## config.mk

```make
export PLATFORM = sky130hd
export DESIGN_NAME = servo_pwm
export DESIGN_NICKNAME = d
export VERILOG_FILES = /design/src/rtl/servo_pkg.sv /design/src/rtl/servo_channel.sv /design/src/rtl/servo_pwm.sv
export SDC_FILE = /design/constraint.sdc
export NUM_CORES = 1
export LEC_CHECK = 0
export ABC_AREA = 1
export BUFFER_PORTS_ARGS = -buffer_cell sky130_fd_sc_hd__buf_2
export CAP_MARGIN = 40
export CORE_AREA = 2 2 169 171
export CTS_BUF_LIST = sky130_fd_sc_hd__clkbuf_8
export CTS_CLUSTER_SIZE = 40
export DETAILED_ROUTE_END_ITERATION = 7
export DIE_AREA = 0 0 171 173
export GPL_ROUTABILITY_DRIVEN = 0
export PLACE_DENSITY = 0.69
export SLEW_MARGIN = 20
export SYNTH_ARGS = -nofsm -noshare
export SYNTH_HDL_FRONTEND = slang
export SYNTH_HIERARCHICAL = 1
export SYNTH_SLANG_ARGS = --single-unit
```

## constraint.sdc

```tcl
create_clock -name clk -period 3.85 [get_ports clk]
set_clock_uncertainty 0.1 [all_clocks]
set_input_delay 0.1925 -clock clk [delete_from_list [all_inputs] [get_ports clk]]
set_output_delay 0.1925 -clock clk [all_outputs]
set_load 0.02 [all_outputs]
```

## src/rtl/servo_pkg.sv

```systemverilog
// servo_pkg: shared constants, types and angle clamp for the servo PWM block.
package servo_pkg;
    localparam int ANGLE_MAX      = 180;
    localparam int ANGLE_RESET    = 90;
    localparam int DEF_PERIOD_CYC = 1_000_000;
    localparam int DEF_MIN_CYC    = 50_000;
    localparam int DEF_STEP_CYC   = 278;

    typedef logic [7:0]  angle_t;
    typedef logic [16:0] width_t;
    typedef logic [19:0] cnt_t;

    function automatic angle_t clamp_angle(input angle_t a);
        return (a > angle_t'(ANGLE_MAX)) ? angle_t'(ANGLE_MAX) : a;
    endfunction
endpackage

```

## src/rtl/servo_channel.sv

```systemverilog
// servo_channel: one channel's shadow, clamp, slew, width and pulse compare.
// SERVO_SOFTSTART_EN limits the applied angle to 1 degree of movement per frame.
module servo_channel
    import servo_pkg::*;
#(
    parameter int MIN_CYC  = DEF_MIN_CYC,
    parameter int STEP_CYC = DEF_STEP_CYC
) (
    input  logic   clk,
    input  logic   rst,
    input  logic   sample_i,
    input  angle_t angle_i,
    input  logic   en_i,
    input  cnt_t   cnt_i,
    output logic   pwm_o,
    output logic   clamp_o
);
    angle_t tgt, ang_d, ang_q;
    width_t width_q;
    logic   en_q, clamp_q, pwm_q;

    assign tgt = clamp_angle(angle_i);
`ifdef SERVO_SOFTSTART_EN
    assign ang_d = (tgt > ang_q) ? ang_q + 8'd1 : (tgt < ang_q) ? ang_q - 8'd1 : ang_q;
`else
    assign ang_d = tgt;
`endif

    // Width settles one cycle after sampling, so the pulse starts at cnt=1 -> rises 2 cycles after frame_start.
    always_ff @(posedge clk or negedge rst) begin
        if (!rst) begin
            en_q    <= 1'b0;
            clamp_q <= 1'b0;
            ang_q   <= angle_t'(ANGLE_RESET);
            width_q <= width_t'(MIN_CYC + ANGLE_RESET * STEP_CYC);
            pwm_q   <= 1'b0;
        end else begin
            if (sample_i) begin
                en_q    <= en_i;
                clamp_q <= angle_i > angle_t'(ANGLE_MAX);
                ang_q   <= ang_d;
            end
            width_q <= width_t'(MIN_CYC + int'(ang_q) * STEP_CYC);
            pwm_q   <= en_q && cnt_i != '0 && cnt_i <= cnt_t'(width_q);
        end
    end

    assign pwm_o   = pwm_q;
    assign clamp_o = clamp_q;
endmodule

```

## src/rtl/servo_pwm.sv

```systemverilog
// servo_pwm: four-channel servo PWM generator sharing one frame counter.
// SERVO_SOFTSTART_EN enables per-frame angle slew inside each channel.
module servo_pwm
    import servo_pkg::*;
#(
    parameter int PERIOD_CYC = DEF_PERIOD_CYC,
    parameter int MIN_CYC    = DEF_MIN_CYC,
    parameter int STEP_CYC   = DEF_STEP_CYC
) (
    input  logic       clk,
    input  logic       rst,
    input  logic [7:0] angle1,
    input  logic [7:0] angle2,
    input  logic [7:0] angle3,
    input  logic [7:0] angle4,
    input  logic [3:0] ch_en,
    output logic [3:0] pwm,
    output logic       frame_start,
    output logic [3:0] clamp_flag
);
    cnt_t   cnt_q;
    logic   fs_q, wrap;
    angle_t ang [4];

    assign wrap = cnt_q == cnt_t'(PERIOD_CYC - 1);
    assign ang  = '{angle1, angle2, angle3, angle4};

    // Reset parks the counter at the last count so the first edge after release samples.
    always_ff @(posedge clk or negedge rst) begin
        if (!rst) begin
            cnt_q <= cnt_t'(PERIOD_CYC - 1);
            fs_q  <= 1'b0;
        end else begin
            cnt_q <= wrap ? '0 : cnt_q + cnt_t'(1);
            fs_q  <= wrap;
        end
    end

    assign frame_start = fs_q;

    for (genvar g = 0; g < 4; g++) begin : g_ch
        servo_channel #(.MIN_CYC(MIN_CYC), .STEP_CYC(STEP_CYC)) u_ch (
            .clk      (clk),
            .rst      (rst),
            .sample_i (wrap),
            .angle_i  (ang[g]),
            .en_i     (ch_en[g]),
            .cnt_i    (cnt_q),
            .pwm_o    (pwm[g]),
            .clamp_o  (clamp_flag[g])
        );
    end
endmodule

```

==> flow_summary.rst, run 1 <==
.. list-table::
   :header-rows: 1

   * - Metric
     - Value
   * - Most used flip-flop cell after synthesis
     - sky130_fd_sc_hd__dfrtp_1
   * - Storage element area
     - between 3000 and 4000 um2
   * - Critical path capture point type
     - flop
   * - Classification of the worst setup path
     - reg -> reg
   * - Cell count after synthesis
     - between 1500 and 2000
   * - H-tree levels
     - 4
   * - Required time at the worst-slack endpoint
     - approximately 4100 ps
   * - Per-cell routed wire length
     - between 10 and 15 um
   * - Flip-flop and latch count after synthesis
     - 129
   * - Number of nets with antenna violations after routing
     - 0
   * - Global Route Usage Sum
     - roughly a fifth
   * - Critical Path Start
     - g_ch[0].u_ch/ang_q[1]
   * - Pins over their slew limit
     - 0
   * - Clock root buffer
     - sky130_fd_sc_hd__clkbuf_8
   * - Die outline height
     - approximately 170 um
   * - Switching share of power
     - between 40% and 50%
   * - Worst Hold Slack
     - 49.94 ps
   * - Antenna violations before repair
     - 0
   * - FF-to-FF End
     - g_ch[0].u_ch/width_q[16]
   * - Critical Path Sink
     - g_ch[0].u_ch/width_q[16]
   * - Clk pin slew, worst setup/hold paths
     - roughly 90 ps
   * - Arr. time, crit path
     - 3820 ps
   * - Sequential element share of the synthesized area
     - a little over a quarter
   * - Final clock period utilization by the worst path
     - slightly above 90%
   * - Via Count
     - between 10000 and 15000
   * - Leakage
     - between 0.007 and 0.008 uW
   * - Grt ovf
     - 0
   * - Top-area cell type share of the netlist area
     - a little over a fifth
   * - DR DRC count
     - 0
   * - Number of top-level pins
     - 47
   * - Worst skew pair latency
     - 450 ps
   * - Overall power
     - roughly 5100 uW
   * - Multi-input gate area in the final layout
     - a little under 8000 um2
   * - Class of the tightest hold or removal check
     - in -> async
   * - Minimum period implied by the final worst setup slack
     - around 3500 ps
   * - Power density over cell area
     - 365.1 nW/um2
   * - Biggest area consumer among synthesized cells
     - sky130_fd_sc_hd__ha_1
   * - Via count of the first global-routing pass
     - about 10000
   * - TritonCTS clock tree
     - yes
   * - Maximum buffer depth of the clock tree
     - 2
   * - Post-CTS setup buffer count
     - 0
   * - Relative slew slack
     - just under 60%
   * - RSZ-0062 raised after global routing
     - false
   * - Cell at the slowest stage of the critical path
     - sky130_fd_sc_hd__dfstp_2
   * - Fill cell total of the finished layout
     - 2700
   * - Number of flops mapped to enable cells by yosys
     - 0
   * - NetSw
     - roughly 2000 uW
   * - Internal cell power
     - about 3000 uW
   * - Max Cap Violations
     - 0
   * - Drt total wl
     - between 20000 and 30000 um
   * - Outcome
     - completed
   * - Total standard cell area after synthesis
     - 12370 um2
   * - Mean instance size in the synthesized netlist
     - approximately 7.5 um2
   * - Final instance area
     - 13930 um2
   * - Post-Syn Nets
     - slightly below 2000
   * - Net total in the final layout
     - 2035
   * - Post-Route Setup TNS
     - 0 ps
   * - Top Family by Delay on Critical Path
     - adder cells
   * - Number of library cell types mapped by synthesis
     - 37
   * - Register-to-Register Setup Slack
     - between 300 and 400 ps
   * - Proportion of power drawn by combinational gates
     - between 40 and 50%
   * - CP peak stage delay
     - between 500 and 600 ps
   * - Critical register-to-register path startpoint
     - g_ch[0].u_ch/ang_q[1]
   * - Fraction of layout cells with a size suffix above 1
     - between 10% and 20%
   * - Diode insertion count for antenna repair
     - 0
   * - Number of optimization iterations in the first detailed-route pass
     - 6
   * - Post-synth ARST share
     - 100.0%
   * - Hold Violations, Final
     - 0
   * - Wire length of the first global-routing pass
     - 45400 um
   * - Core region area
     - 27630 um2
   * - Number of core rows
     - a little over 60
   * - Most repeated library cell on the critical path
     - sky130_fd_sc_hd__nand2_1
   * - Clock net sink count
     - 129
   * - Worst supply voltage drop on vdd
     - 0.1941 mV
   * - Die area
     - 29580 um2
   * - Cell types with the largest area share after synthesis
     - sky130_fd_sc_hd__ha_1, sky130_fd_sc_hd__dfrtp_1, sky130_fd_sc_hd__nand2_1
   * - Post-placement cell area
     - about 13000 um2
   * - CP Depth
     - 18
   * - Clock power share
     - between 20% and 30%
   * - Die Span X
     - approximately 170 um
   * - Largest net degree at the start of global routing
     - 83
   * - Post-route core utilization
     - about half
   * - Initial core utilization
     - 44.76%
   * - Buffers on Ports
     - 46
   * - Slew @ Worst Pin
     - 616.6 ps
   * - Upper clock frequency limit
     - roughly 280 MHz
   * - Count of yosys warnings during synthesis
     - 6
   * - Maximum fanout along the worst path
     - 5
   * - Number of failing setup endpoints in the final timing report
     - 0
   * - HPWL after detailed placement
     - roughly 20000 um
   * - Cells traversed along the worst timing path
     - ha_1 -> inv_1 -> fa_1 -> fa_1 -> inv_1 -> ha_1 -> nand2_2 -> inv_1 -> a21oi_1 -> nand2_1 -> nand2_1 -> nand2_1 -> nand2_1 -> nand2_1 -> nor2_2 -> nand2_2 -> nand2_1 -> nand2_1
   * - Worst reg-to-reg path cell count
     - 18
   * - Sequential group share of total power
     - roughly a third
   * - Num CTS Buffers
     - 17
   * - Initial detailed-routing violation count
     - ~400
   * - Sum of buffers and inverters on the critical path
     - 3
   * - Area growth from synthesis to layout
     - 12.62%
   * - Via density per instance
     - slightly below 5
   * - Startpoint type of the worst setup path
     - flop
[cells by family (layout without fill, tap and decap cells)]
family / Yosys count / after routing / synth area share [%]
AND/OR/NAND/NOR: 762 / 762 / 28.50
buffers and inverters: 358 / 480 / 10.86
adder cells (fa/ha/maj): 241 / 241 / 26.08
flip-flops: 129 / 129 / 26.63
AO/OA/AOI/OAI: 118 / 118 / 5.169
XOR/XNOR: 39 / 39 / 2.762
[flip-flops by register name, indices dropped and copies added, names as in the netlist]
register           flops
g_ch.u_ch/width_q     64
g_ch.u_ch/ang_q       32
cnt_q                 20
g_ch.u_ch/clamp_o      4
g_ch.u_ch/en_q         4
g_ch.u_ch/pwm_o        4
frame_start            1
[layer usage]
metal / wire length [um] / part of all wire (%) / vias to the layer above / GRT usage (%)
li1: - / - / 5424 / -
met1: 11940 / 45 / 4866 / 23.32
met2: 13040 / 49 / 188 / 32.96
met3: 996 / 3.8 / 41 / 2.930
met4: 503 / 1.9 / 0 / 5.579
met5: 0 / 0 / - / 0
[repair_timing]
action | in CTS | in global routing
resized for setup | 0 | 1
hold buffers | 38 | 0
endpoints found under the setup margin | 0 | 1
hold endpoints to repair | 84 | 0
[cell usage after synthesis (9+ instances only)]
cell                         n
sky130_fd_sc_hd__nand2_1   388
sky130_fd_sc_hd__inv_1     339
sky130_fd_sc_hd__ha_1      213
sky130_fd_sc_hd__nor2_1    113
sky130_fd_sc_hd__nand3_1   110
sky130_fd_sc_hd__dfrtp_1    77
sky130_fd_sc_hd__a21oi_1    58
sky130_fd_sc_hd__dfstp_2    52
sky130_fd_sc_hd__nand2_2    44
sky130_fd_sc_hd__o21ai_0    44
sky130_fd_sc_hd__fa_1       28
sky130_fd_sc_hd__nand4_1    20
sky130_fd_sc_hd__xnor2_1    20
sky130_fd_sc_hd__nor4_1     19
sky130_fd_sc_hd__xor2_1     19
sky130_fd_sc_hd__nor2_4     14
sky130_fd_sc_hd__nor3_1     13
sky130_fd_sc_hd__inv_2      12
sky130_fd_sc_hd__nand3b_1   12
sky130_fd_sc_hd__nor2_2      9
[power groups by stage]
stage / clock [uW] / combinational (uW) / sequential, uW
after CTS: 1180 / 2260 / 1710
after global placement: 0 / 2150 / 1730
final: 1140 / 2240 / 1700
after global routing: 1230 / 2600 / 1730
after floorplan: 0 / 1830 / 1710
after detailed placement: 0 / 2220 / 1730
[cell usage in the layout (no fill, tap or decap), types with 3 or more instances in the layout]
cell	n
sky130_fd_sc_hd__nor3_1	13
sky130_fd_sc_hd__buf_2	45
sky130_fd_sc_hd__nand3b_1	12
sky130_fd_sc_hd__nor2_4	14
sky130_fd_sc_hd__dfstp_2	52
sky130_fd_sc_hd__nor2_2	10
sky130_fd_sc_hd__clkinv_4	4
sky130_fd_sc_hd__nand2_1	388
sky130_fd_sc_hd__nand4_2	3
sky130_fd_sc_hd__nor2_1	112
sky130_fd_sc_hd__a21oi_2	6
sky130_fd_sc_hd__a21oi_1	58
sky130_fd_sc_hd__inv_6	5
sky130_fd_sc_hd__ha_1	213
sky130_fd_sc_hd__nand3_2	7
sky130_fd_sc_hd__nand3_1	110
sky130_fd_sc_hd__nand2_4	4
sky130_fd_sc_hd__fa_1	28
sky130_fd_sc_hd__nor4_1	19
sky130_fd_sc_hd__buf_4	10
sky130_fd_sc_hd__xnor2_1	20
sky130_fd_sc_hd__inv_1	339
sky130_fd_sc_hd__nand2_2	44
sky130_fd_sc_hd__nand4_1	20
sky130_fd_sc_hd__dlygate4sd3_1	38
sky130_fd_sc_hd__dfrtp_1	77
sky130_fd_sc_hd__clkbuf_8	17
sky130_fd_sc_hd__clkinvlp_4	4
sky130_fd_sc_hd__o21ai_0	44
sky130_fd_sc_hd__xor2_1	19
sky130_fd_sc_hd__inv_2	12
[per-stage QoR]
step                      instances  setup WS, ps
after floorplan                1647         543.0
after global placement         2076         384.9
after detailed placement       2076         301.4
after CTS                      2146         285.3
after global routing           2147         40.03
final                          2147         319.1
[worst min-delay path by stage]
stage	slack, ps	depth (start not counted)	end	from
final	50	2	g_ch[3].u_ch/ang_q[7]	rst
after global routing	60	2	g_ch[3].u_ch/ang_q[7]	rst
after CTS	0.5	4	g_ch[0].u_ch/ang_q[1]	angle1[6]
after detailed placement	210	1	g_ch[3].u_ch/width_q[14]	rst
after global placement	200	1	g_ch[3].u_ch/ang_q[7]	rst
after floorplan	-200	0	cnt_q[10]	rst
[area by class of cell]
type                    count  area share [%]
well taps                 378           3.396
flip-flops and latches    129           23.64
inverters                 353           9.513
clock buffers              17           1.680
repair buffers             95           5.165
multi-input cells        1160           55.52
clock inverters            15           1.078
(Power assumes the default switching activity.)
==> inputs of run 2 (changes only) <==
Settings changed: REMOVE_ABC_BUFFERS set to 1.
==> flow_summary.rst, run 2 (same netlist as run 1, synthesis figures left out) <==
.. list-table::
   :header-rows: 1

   * - Metric
     - Value
   * - Initial detailed-routing violation count
     - 455 (+11%)
   * - Met3 GRT Util
     - 2.426% (-0.50 points)
   * - Buffers on Ports
     - 46 (unchanged)
   * - Required time at the worst-slack endpoint
     - 4130 ps (about the same)
   * - Minimum period implied by the final worst setup slack
     - 3539 ps (+8.411 ps)
   * - Net total in the final layout
     - 2033 (-0.098%)
   * - Via count of the first global-routing pass
     - 9996 (-1.3%)
   * - Overall power
     - 5200 uW (+2.3%)
   * - RSZ-0062 raised after global routing
     - false
   * - Largest register by flop count
     - g_ch.u_ch/width_q
   * - Outcome
     - completed
   * - Die area
     - 29580 um2 (unchanged)
   * - Number of core rows
     - 61 (unchanged)
   * - Grt ovf
     - 0 (unchanged)
   * - Post-route core utilization
     - 50.48% (+0.063 points)
   * - Pins over their slew limit
     - 0 (unchanged)
   * - H-tree levels
     - 4 (unchanged)
   * - Number of optimization iterations in the first detailed-route pass
     - 5 (-1)
   * - Arr. time, crit path
     - 3820 ps (about the same)
   * - DR DRC count
     - 0 (unchanged)
   * - TritonCTS clock tree
     - yes
   * - Maximum fanout along the worst path
     - 5 (unchanged)
   * - Post-CTS setup buffer count
     - 0 (unchanged)
   * - Per-cell routed wire length
     - 12.21 um (-1.0%)
   * - Number of standard cells in the final layout excluding fillers
     - 2145 (-0.093%)
   * - HPWL after detailed placement
     - 20190 um (-0.24%)
   * - Clk pin slew, worst setup/hold paths
     - 80 ps (about the same)
   * - Num CTS Buffers
     - 17 (unchanged)
   * - Worst skew pair latency
     - 460 ps (about the same)
   * - Max Cap Violations
     - 0 (unchanged)
   * - Power density over cell area
     - 372.9 nW/um2 (+2.1%)
   * - Critical path capture point type
     - flop
   * - Area growth from synthesis to layout
     - 12.76%
   * - Met2 capacity usage during global routing
     - 32.14% (-0.82 points)
   * - Clock root buffer
     - sky130_fd_sc_hd__clkbuf_8
   * - Class of the tightest hold or removal check
     - in -> reg
   * - Register-to-Register Setup Slack
     - 310 ps (about the same)
   * - Number of nets with antenna violations after routing
     - 0 (unchanged)
   * - Drt total wl
     - 26190 um (-1.1%)
   * - Hold Violations, Final
     - 0 (unchanged)
   * - Worst Hold Slack
     - 44.27 ps (-5.665 ps)
   * - Clock net sink count
     - 129 (unchanged)
   * - Diode insertion count for antenna repair
     - 0 (unchanged)
   * - Biggest regs
     - g_ch.u_ch/width_q (64), g_ch.u_ch/ang_q (32), cnt_q (20)
   * - Post-cts hold buffer count
     - 37 (-2.6%)
   * - Fraction of layout cells with a size suffix above 1
     - 13.70% (-0.098 points)
   * - Die outline height
     - 173 um (unchanged)
   * - Largest register FFs
     - 64 (unchanged)
   * - Number of resized instances in the post-cts repair step
     - 0 (unchanged)
   * - Antenna violations before repair
     - 0 (unchanged)
   * - Worst supply voltage drop on vdd
     - 0.2503 mV (+29%)
   * - Most frequent standard cell in the layout excluding fill and tap cells
     - sky130_fd_sc_hd__nand2_1
   * - Largest net degree at the start of global routing
     - 84 (+1.2%)
   * - Slew @ Worst Pin
     - 653.5 ps (+36.94 ps)
   * - Relative slew slack
     - 56.43% (-2.5 points)
   * - Die Span X
     - 171 um (unchanged)
   * - Upper clock frequency limit
     - 282.5 MHz (-0.24%)
   * - Number of failing setup endpoints in the final timing report
     - 0 (unchanged)
   * - Wire length of the first global-routing pass
     - 45190 um (-0.47%)
   * - Via Count
     - 10410 (-1.0%)
   * - Post-placement cell count
     - 2076 (unchanged)
   * - Commonest non-fill, non-tap cells in the layout
     - sky130_fd_sc_hd__nand2_1, sky130_fd_sc_hd__inv_1, sky130_fd_sc_hd__ha_1, sky130_fd_sc_hd__nor2_1, sky130_fd_sc_hd__nand3_1
   * - Leakage
     - 0.007738 uW (+0.18%)
   * - Classification of the worst setup path
     - reg -> reg
   * - Post-Route Setup TNS
     - 0 ps (unchanged)
   * - Maximum buffer depth of the clock tree
     - 2 (unchanged)
   * - Global Route Usage Sum
     - 18.54% (-0.14 points)
   * - Startpoint type of the worst setup path
     - flop
   * - M1 GR Usage
     - 23.66% (+0.34 points)
   * - Via density per instance
     - 4.854 (-0.92%)
   * - Most Used Layer, Global Route
     - met2
   * - Initial core utilization
     - 44.76% (unchanged)
   * - Core region area
     - 27630 um2 (unchanged)
   * - Number of top-level pins
     - 47 (unchanged)
   * - Final clock period utilization by the worst path
     - 91.93% (+0.22 points)
run 2: critical path, stage by stage (launching register included):
cell                      delay, ps
sky130_fd_sc_hd__dfstp_2        600
sky130_fd_sc_hd__ha_1           240
sky130_fd_sc_hd__inv_1           70
sky130_fd_sc_hd__fa_1           450
sky130_fd_sc_hd__fa_1           540
sky130_fd_sc_hd__inv_1           40
sky130_fd_sc_hd__ha_1           360
sky130_fd_sc_hd__nand2_2        110
sky130_fd_sc_hd__inv_1           40
sky130_fd_sc_hd__a21oi_1        170
sky130_fd_sc_hd__nand2_1        100
sky130_fd_sc_hd__nand2_1         90
sky130_fd_sc_hd__nand2_1         50
sky130_fd_sc_hd__nand2_1         60
sky130_fd_sc_hd__nand2_1        100
sky130_fd_sc_hd__nor2_1         180
sky130_fd_sc_hd__nand2_2         60
sky130_fd_sc_hd__nand2_1         50
sky130_fd_sc_hd__nand2_1         40
run 2: metrics by stage:
stage	setup WS, ps	cell area, um2
2_1_floorplan	543.0	12350
3_3_place_gp	382.0	13130
3_5_place_dp	333.5	13150
4_1_cts	304.0	13950
5_1_grt	23.68	13950
6_report	310.7	13950
run 2: final timing paths:
kind / depth (start not counted) / start / to
setup / recovery: 18 / g_ch[0].u_ch/ang_q[1] / g_ch[0].u_ch/width_q[16]
hold / removal: 4 / angle1[6] / g_ch[0].u_ch/ang_q[3]
setup reg to reg: 18 / g_ch[0].u_ch/ang_q[1] / g_ch[0].u_ch/width_q[16]
hold reg to reg: 2 / g_ch[1].u_ch/clamp_o / g_ch[1].u_ch/clamp_o
max in group asynchronous: 3 / rst / g_ch[3].u_ch/width_q[8]
min in group asynchronous: 2 / rst / g_ch[0].u_ch/ang_q[7]
run 2: layer usage:
metal,share of wire (%),wire length (um),vias up
met5,0,0,-
met4,2.2,578,0
met3,3.6,942,47
met2,49,12740,194
met1,46,11930,4753
li1,-,-,5418
run 2: report_power, final:
group	total (uW)	switching (uW)	internal, uW
Clock	1250	603	646
Combinational	2250	1370	876
Sequential	1700	66.2	1640
run 2: layout make-up:
cell class / count / area, um2
tap: 378 / 473.0
clock inverter: 15 / 187.7
fill: 2696 / 13680
multi-input combinational: 1160 / 7731
inverter: 353 / 1325
timing repair buffer: 93 / 701.9
sequential: 129 / 3293
clock buffer: 17 / 234.0
==> inputs of run 3 (changes only) <==
Settings changed: PLACE_DENSITY 0.69 to unset.
==> flow_summary.rst, run 3 (same netlist as run 1, synthesis figures left out) <==
.. list-table::
   :header-rows: 1

   * - Metric
     - Value
   * - Outcome
     - completed
   * - Net total in the final layout
     - 2038 (+0.25%)
   * - Initial detailed-routing violation count
     - 439 (-3.5%)
   * - Worst reg-to-reg path cell count
     - 16 (-2)
   * - Critical path capture point type
     - flop
   * - Leakage
     - 0.007782 uW (+0.57%)
   * - Setup slack of the critical path after layout
     - 322.2 ps (+11.48 ps)
   * - Diode insertion count for antenna repair
     - 0 (unchanged)
   * - Global Route Usage Sum
     - 19.22% (+0.68 points)
   * - Buffers on Ports
     - 46 (unchanged)
   * - DR DRC count
     - 0 (unchanged)
   * - Drt total wl
     - 26570 um (+1.5%)
   * - Core region area
     - 27630 um2 (unchanged)
   * - Clock net sink count
     - 129 (unchanged)
   * - Via count of the first global-routing pass
     - 9934 (-0.62%)
   * - Minimum period implied by the final worst setup slack
     - 3528 ps (-11.48 ps)
   * - Commonest non-fill, non-tap cells in the layout
     - sky130_fd_sc_hd__nand2_1, sky130_fd_sc_hd__inv_1, sky130_fd_sc_hd__ha_1, sky130_fd_sc_hd__nor2_1, sky130_fd_sc_hd__nand3_1
   * - Maximum buffer depth of the clock tree
     - 2 (unchanged)
   * - Via Count
     - 10210 (-1.9%)
   * - Startpoint type of the worst setup path
     - flop
   * - H-tree levels
     - 4 (unchanged)
   * - Arr. time, crit path
     - 3780 ps (-40 ps)
   * - Largest net degree at the start of global routing
     - 81 (-3.6%)
   * - Pins over their slew limit
     - 0 (unchanged)
   * - HPWL after detailed placement
     - 20300 um (+0.55%)
   * - Slew @ Worst Pin
     - 634.6 ps (-18.94 ps)
   * - Class of the tightest hold or removal check
     - in -> reg
   * - Die area
     - 29580 um2 (unchanged)
   * - Placement-stage worst setup slack
     - 323.9 ps (-9.551 ps)
   * - Worst-case hold path end point
     - g_ch[0].u_ch/ang_q[3]
   * - Wire length of the first global-routing pass
     - 46300 um (+2.5%)
   * - Initial core utilization
     - 44.76% (unchanged)
   * - Biggest regs
     - g_ch.u_ch/width_q (64), g_ch.u_ch/ang_q (32), cnt_q (20)
   * - Register-to-Register Setup Slack
     - 320 ps (about the same)
   * - Number of nets with antenna violations after routing
     - 0 (unchanged)
   * - Number of core rows
     - 61 (unchanged)
   * - Hold Violations, Final
     - 0 (unchanged)
   * - Required time at the worst-slack endpoint
     - 4110 ps (-20 ps)
   * - Worst supply voltage drop on vdd
     - 0.1802 mV (-28%)
   * - Grt ovf
     - 0 (unchanged)
   * - Num CTS Buffers
     - 17 (unchanged)
   * - Min-delay src
     - angle1[6]
   * - Largest register FFs
     - 64 (unchanged)
   * - Most frequent standard cell in the layout excluding fill and tap cells
     - sky130_fd_sc_hd__nand2_1
   * - Fill cell total of the finished layout
     - 2720 (+0.89%)
   * - Power density over cell area
     - 374.5 nW/um2 (+0.42%)
   * - Die outline height
     - 173 um (unchanged)
   * - Number of optimization iterations in the first detailed-route pass
     - 5 (unchanged)
   * - Relative slew slack
     - 57.69% (+1.3 points)
   * - Critical register-to-register path startpoint
     - g_ch[0].u_ch/ang_q[1]
   * - Post-Route Setup TNS
     - 0 ps (unchanged)
   * - Final clock period utilization by the worst path
     - 91.63% (-0.30 points)
   * - Post-placement cell area
     - 13160 um2 (about the same)
   * - FF-to-FF End
     - g_ch[0].u_ch/width_q[14]
   * - RSZ-0062 raised after global routing
     - false
   * - Final instance area
     - 14000 um2 (+0.39%)
   * - Clk pin slew, worst setup/hold paths
     - 80 ps (about the same)
   * - Clock root buffer
     - sky130_fd_sc_hd__clkbuf_8
   * - Post-CTS setup buffer count
     - 0 (unchanged)
   * - Max Cap Violations
     - 0 (unchanged)
   * - Antenna violations before repair
     - 0 (unchanged)
   * - Area growth from synthesis to layout
     - 13.20%
   * - Classification of the worst setup path
     - reg -> reg
   * - Overall power
     - 5243 uW (+0.82%)
   * - Die Span X
     - 171 um (unchanged)
   * - Post-placement cell count
     - 2080 (+0.19%)
   * - Fraction of layout cells with a size suffix above 1
     - 13.94% (+0.24 points)
   * - Number of failing setup endpoints in the final timing report
     - 0 (unchanged)
   * - Largest register by flop count
     - g_ch.u_ch/width_q
   * - Number of cells traversed by the worst hold path
     - 4 (unchanged)
   * - TritonCTS clock tree
     - yes
   * - Number of top-level pins
     - 47 (unchanged)
   * - Number of standard cells in the final layout excluding fillers
     - 2150 (+0.23%)
   * - Upper clock frequency limit
     - 283.5 MHz (+0.33%)
   * - Per-cell routed wire length
     - 12.36 um (+1.2%)
   * - Maximum fanout along the worst path
     - 5 (unchanged)
   * - Via density per instance
     - 4.748 (-2.2%)
   * - Worst skew pair latency
     - 460 ps (about the same)
[run 3: layout make-up]
type | count | area [um2] | share of cell area [%]
Multi-Input combinational cell | 1160 | 7734 | 55.24
Sequential cell | 129 | 3293 | 23.52
Inverter | 353 | 1325 | 9.464
Timing Repair Buffer | 98 | 739.5 | 5.282
Tap cell | 378 | 473.0 | 3.378
Clock buffer | 18 | 247.7 | 1.769
Clock inverter | 14 | 188.9 | 1.349
[run 3: timing repair]
item / 4_1_cts / 5_1_grt
hold endpoints to repair: 84 / 0
hold buffers: 37 / 0
endpoints found under the setup margin: 0 / 1
resized for setup: 0 / 1
[run 3: worst max path at each step]
stage / from / to / slack, ps / cells past startpoint
floorplan: g_ch[0].u_ch/ang_q[3] / g_ch[0].u_ch/width_q[14] / 540 / 15
global placement: g_ch[0].u_ch/ang_q[1] / g_ch[0].u_ch/width_q[14] / 360 / 16
detailed placement: g_ch[0].u_ch/ang_q[1] / g_ch[0].u_ch/width_q[14] / 320 / 16
CTS: g_ch[0].u_ch/ang_q[1] / g_ch[0].u_ch/width_q[14] / 300 / 16
global route: g_ch[3].u_ch/ang_q[1] / g_ch[3].u_ch/width_q[16] / 40 / 18
finish: g_ch[0].u_ch/ang_q[1] / g_ch[0].u_ch/width_q[14] / 320 / 16
[run 3: worst max-delay path, cell delays in order (launching register included)]
cell and delay [ps]:
sky130_fd_sc_hd__dfstp_2 600, sky130_fd_sc_hd__ha_1 240, sky130_fd_sc_hd__inv_1 90, sky130_fd_sc_hd__fa_1 450, sky130_fd_sc_hd__fa_1 540, sky130_fd_sc_hd__inv_1 40, sky130_fd_sc_hd__ha_1 360, sky130_fd_sc_hd__nand2_2 90
sky130_fd_sc_hd__nor2_1 120, sky130_fd_sc_hd__nand3_1 110, sky130_fd_sc_hd__nand2_1 110, sky130_fd_sc_hd__nand2_1 70, sky130_fd_sc_hd__nand2_2 100, sky130_fd_sc_hd__nand2_4 70, sky130_fd_sc_hd__nor2_4 140, sky130_fd_sc_hd__nand2_4 70
sky130_fd_sc_hd__xor2_1 140
[run 3: routing by layer]
layer | wire length (um) | track usage (%)
met1 | 12760 | 25.85
met2 | 12630 | 32.34
met3 | 822 | 2.541
met4 | 352 | 5.226
met5 | 0 | 0
[run 3: per-stage QoR]
step | hold slack [ps] | util, %
after detailed placement | 207.2 | 47.65
final | 30.14 | 50.67
after CTS | 1.373 | 50.57
after global routing | 36.69 | 50.67
after floorplan | -203.1 | -
after global placement | 200.5 | 47.65
[run 3: power by group]
group / switching, uW / total, uW / leakage (uW) / internal, uW
registers: 65.5 / 1700 / 0.00140 / 1640
clock network: 590 / 1310 / 0.000220 / 721
logic: 1360 / 2230 / 0.00617 / 873
